<file path="src/rtl/cart_cpu_bus.sv">
// cart_cpu_bus: CPU-side cartridge bus bridge.
// Converts the core's 16-bit address/rw/data bus into the cart slot interface,
// generates the CPU cycle strobe and M2 phase, decodes cart space, captures
// mapper read data at the end of each CPU cycle and models the open-bus latch.
module cart_cpu_bus #(
   parameter int unsigned CLKS_PER_CYCLE = 3,
   parameter logic [7:0]  OB_RESET       = 8'h00
) (
   input  logic        clk_cpu,
   input  logic        rst,
   output logic        cpu_ce,
   input  logic [15:0] core_addr,
   input  logic        core_rw,
   input  logic [7:0]  core_wdata,
   input  logic [7:0]  int_rdata,
   output logic [7:0]  core_rdata,
   output logic        cart_hit,
   output logic [14:0] cart_addr,
   output logic        romsel,
   output logic        m2,
   output logic        cart_rw,
   output logic [7:0]  cart_wdata,
   input  logic [7:0]  cart_rdata
);

   localparam int unsigned   PH_W    = (CLKS_PER_CYCLE > 1) ? $clog2(CLKS_PER_CYCLE) : 1;
   localparam logic [PH_W-1:0] PH_LAST = PH_W'(CLKS_PER_CYCLE - 1);
   localparam logic [PH_W-1:0] PH_HALF = PH_W'(CLKS_PER_CYCLE / 2);
   localparam logic [PH_W-1:0] PH_ONE  = PH_W'(1);

   logic [PH_W-1:0] ph_r;
   logic [7:0]      core_rdata_r;
   logic [7:0]      ob_r;

   logic            is_int_s;
   logic            is_exp_s;
   logic            is_wram_s;
   logic            is_rom_s;
   logic            last_ph_s;
   logic [7:0]      read_val_s;

   // Region decode of the held core address.
   always_comb begin
      is_rom_s  = core_addr[15];
      is_wram_s = (core_addr[15:13] == 3'b011);
      is_int_s  = (core_addr < 16'h4020);
      is_exp_s  = ~is_int_s & ~is_wram_s & ~is_rom_s;
   end

   // Slot-side signals; reset forces the bus idle so an aborted write never reaches the mapper.
   always_comb begin
      last_ph_s  = (ph_r == PH_LAST);
      cart_addr  = core_addr[14:0];
      cart_wdata = core_wdata;
      if (rst) begin
         cpu_ce   = 1'b0;
         m2       = 1'b0;
         cart_hit = 1'b0;
         romsel   = 1'b0;
         cart_rw  = 1'b1;
      end else begin
         cpu_ce   = last_ph_s;
         m2       = (ph_r >= PH_HALF);
         cart_hit = ~is_int_s;
         romsel   = is_rom_s;
         cart_rw  = core_rw | is_int_s;
      end
   end

   // Read data source: mapper for ROM/WRAM, open bus for EXP, internal devices otherwise.
   always_comb begin
      if (is_rom_s | is_wram_s) begin
         read_val_s = cart_rdata;
      end else if (is_exp_s) begin
         read_val_s = ob_r;
      end else begin
         read_val_s = int_rdata;
      end
   end

   // Phase counter: one full CPU cycle is CLKS_PER_CYCLE clocks, restarting at 0 on reset.
   always_ff @(posedge clk_cpu) begin
      if (rst) begin
         ph_r <= '0;
      end else if (last_ph_s) begin
         ph_r <= '0;
      end else begin
         ph_r <= ph_r + PH_ONE;
      end
   end

   // End-of-cycle capture of read data and open-bus latch update.
   always_ff @(posedge clk_cpu) begin
      if (rst) begin
         core_rdata_r <= 8'h00;
         ob_r         <= OB_RESET;
      end else if (last_ph_s) begin
         if (core_rw) begin
            core_rdata_r <= read_val_s;
            ob_r         <= read_val_s;
         end else begin
            core_rdata_r <= core_rdata_r;
            ob_r         <= core_wdata;
         end
      end else begin
         core_rdata_r <= core_rdata_r;
         ob_r         <= ob_r;
      end
   end

   assign core_rdata = core_rdata_r;

endmodule

</file>
<file path="config.mk">
export PLATFORM = sky130hd
export DESIGN_NAME = cart_cpu_bus
export DESIGN_NICKNAME = d
export VERILOG_FILES = /design/src/rtl/cart_cpu_bus.sv
export SDC_FILE = /design/constraint.sdc
export NUM_CORES = 1
export LEC_CHECK = 0
export BUFFER_PORTS_ARGS = -buffer_cell sky130_fd_sc_hd__buf_4
export CELL_PAD_IN_SITES_DETAIL_PLACEMENT = 1
export CELL_PAD_IN_SITES_GLOBAL_PLACEMENT = 1
export CORE_MARGIN = 1
export CORE_UTILIZATION = 30
export CTS_CLUSTER_SIZE = 8
export DETAILED_ROUTE_END_ITERATION = 16
export GPL_ROUTABILITY_DRIVEN = 0
export PLACE_DENSITY_LB_ADDON = 0.1
export SLEW_MARGIN = 15
export SYNTH_ARGS = -nofsm -noshare
export SYNTH_HDL_FRONTEND = slang
export SYNTH_SLANG_ARGS = --single-unit
</file>
<file path="constraint.sdc">
create_clock -name clk_cpu -period 1.95 [get_ports clk_cpu]
set_input_delay 0.195 -clock clk_cpu [delete_from_list [all_inputs] [get_ports clk_cpu]]
set_output_delay 0.195 -clock clk_cpu [all_outputs]
set_load 0.05 [all_outputs]
</file>
==> metrics.csv <==
stage,metric,value,unit
sta,slew_headroom,0.4891,
clock_tree,clk_pin_slew,0.07,ns
critical_path,crit_type,flop to flop,
yosys,synth_top_area_frac,0.3067,
global_route,overflow,0,
cells_and_area,layout.nets,245,
yosys,yosys_warnings,0,
critical_path,cp_max_fo,8,
yosys,synth_ff_type,dfxtp_1,
yosys,seq_area_frac_synth,0.3067,
routing,viasPerCell,4.684,
yosys,netlist_instances,150,
cells_and_area,multiInputGateArea,530.5,um2
sta,finalHoldViolCount,0,
yosys,synth_most_common_cell,buf_4,
sta,period_minus_slack,1.715,ns
yosys,synth_edf_count,0,
floorplanning,coreArea,3716,um2
clock_tree,cts-hold-fix-buffers,0,
yosys,yosys-top-cells-count,"buf_4 (24), inv_1 (19), dfxtp_1 (18), nor3_1 (18), nand2_1 (16)",
routing,first_iter_violations,37,
floorplanning,chipHeight,64.58,um
floorplanning,fp-row-count,22,
routing,antenna_left,0,
clock_tree,cts_sinks,18,
clock_tree,post-cts-setup-buffers,0,
floorplanning,die_w,64.58,um
cells_and_area,layout-drive-gt1-share,0.4070,
floorplanning,dieArea,4171,um2
yosys,syn_area_per_cell,7.833,um2
placed_design,port_buffers,68,
clock_tree,ctsResizeCount,0,
yosys,ys_top_cells_by_area,"dfxtp_1 (31%), buf_4 (15%), nor3_1 (7.7%)",
yosys,ys_seq_elements,18,
sta,setup_viol,0,
power_and_ir_drop,p_per_area,701.4,nW/um2
clock_tree,cts_tree,done,
power_and_ir_drop,peakVddDrop,0.4602,mV
cells_and_area,post-route-util,0.4414,
cells_and_area,area.sequential,360.3,um2
power_and_ir_drop,switching_share,0.3457,
power_and_ir_drop,seq_power_share,0.357,
power_and_ir_drop,pwr-share-clk,0.268,
power_and_ir_drop,p_switching,0.0003977,W
clock_tree,clk_path_buf_depth,2,
yosys,synth.net_count,195,
placed_design,dp_hpwl,2743,um
sta,setup_tns,0,ns
power_and_ir_drop,pwr-share-comb,0.374,
yosys,synth_area,1175,um2
sta,maxSlewViolCount,0,
cells_and_area,fillCellCount,465,
global_route,antenna_found_initial,0,
critical_path,crit_arrival,1.89,ns
routing,drc,0,
sta,period_share,0.8796,
floorplanning,start_util,0.3162,
global_route,grt_max_degree,18,
critical_path,cp.required,2.12,ns
routing,first_pass_iters,2,
critical_path,cp_cell_sequence,"inv_1, ha_1, nor2b_1, a2bb2oi_1, o211ai_1",
hold_path,hp-class,primary input to flop,
routing,avgRoutedWirePerCell,13.76,um
sta,max_freq,583.0,MHz
sta,rsz0062_at_grt,false,
yosys,yosys.area.top_type,dfxtp_1,
hold_path,hold_depth,3,
sta,max_slew.worst_pin.slew,0.7647,ns
yosys,ys_types,23,
critical_path,endpoint_kind,flop,
clock_tree,htreeDepth,1,
clock_tree,clk_latency,0.25,ns
critical_path,cp_slowest_cell,nor2b_1,
status,outcome,"complete, no violations",
floorplanning,pin_count,79,
critical_path,critPathMaxStageDelay,0.65,ns
global_route,grt_pass1_vias,1211,
routing,vias,1157,
critical_path,r2r_cells,5,
flow_run,cap_viol_max_count,0,
critical_path,worstSetupStartpointType,flop,
global_route,globalRouteTotalUtil,0.1659,
global_route,grt_first_pass_wirelength,5375,um
clock_tree,cts_made_buffers,3,
yosys,synthArstFlopShare,0,
sta,fin_skew,0.003769,ns
clock_tree,clockRootBuffer,clkbuf_8,
cells_and_area,antennaDiodeCount,0,
routing,wl,3398,um
power_and_ir_drop,p_leak,0.8268,nW
power_and_ir_drop,p_int,0.0007527,W
cells_and_area,area_delta_synth_final,39.62,%
==> cells by family (layout without fill, tap and decap cells) <==
logic type	Yosys count	in the layout	share of synthesized area
compound gates	19	19	0.1267
flops	18	18	0.3067
buf+inv	49	98	0.2417
simple gates	54	54	0.2354
fa+ha+maj	2	2	0.02130
mux	8	8	0.06816
==> cell usage in the layout, fill, tap and decap left out <==
cell / n
nor2_1: 4
dfxtp_1: 18
a31oi_1: 1
inv_1: 19
or3_1: 1
o211ai_1: 8
nor4_2: 1
nand2_1: 16
a2bb2oi_1: 8
nor3_1: 18
clkbuf_8: 4
a21o_1: 1
nor3b_1: 1
buf_4: 75
nand3b_4: 1
ha_1: 2
mux2i_1: 8
a21oi_1: 1
nand3_1: 8
nor2b_1: 4
==> area by class of cell <==
cell class / instances / area share
Clock buffer: 4 / 0.03356
Timing Repair Buffer: 75 / 0.3433
Multi-Input combinational cell: 83 / 0.3234
Tap cell: 48 / 0.03661
Inverter: 19 / 0.04348
Sequential cell: 18 / 0.2197
==> power by group through the flow <==
stage	clock network [W]	logic (W)	registers, W
2_1_floorplan	0	0.000291	0.000446
3_3_place_gp	0	0.000429	0.000419
3_5_place_dp	0	0.000436	0.000420
4_1_cts	0.000317	0.000438	0.000412
5_1_grt	0.000337	0.000464	0.000414
6_report	0.000309	0.000431	0.000411
==> routing by layer <==
metal / routed length (um) / up-vias / track usage
met4: 29 / 0 / 0.02500
met2: 1827 / 38 / 0.3237
met1: 1365 / 536 / 0.1807
li1: - / 579 / -
met3: 176 / 4 / 0.04049
met5: 0 / - / 0
==> critical path, delay by kind of cell, from the launching register on <==
kind / cells / cell delay (ns)
and+or+nand+nor: 1 / 0.65
adders and majority gates: 1 / 0.25
buffers and inverters: 1 / 0.08
AOI/OAI and AO/OA: 2 / 0.34
DFF: 1 / 0.31
==> state kept, by name (all words and copies together), names as in the netlist <==
name,flops
core_rdata,8
ob_r,8
ph_r,2
==> metrics by stage <==
step,hold slack (ns),instance area (um2),setup WS (ns),power (W),instances
final,0.1735,1640,0.2349,0.001150,247
after global routing,0.1896,1640,0.05465,0.001215,247
after CTS,0.1725,1640,0.2226,0.001166,247
after detailed placement,0.3904,1585,0.2259,0.0008566,243
after global placement,0.3904,1585,0.3201,0.0008475,243
after floorplan,0.3250,1175,0.1046,0.0007369,150
==> final timing paths <==
kind	startpoint	end	slack, ns
worst max-delay path	ph_r[0]	ob_r[6]	0.23
worst min-delay path	cart_rdata[3]	core_rdata[3]	0.17
worst max register to register	ph_r[0]	ob_r[6]	0.23
worst min register to register	ph_r[0]	ph_r[0]	0.44
Note: power is estimated with default switching activity, not from simulation.
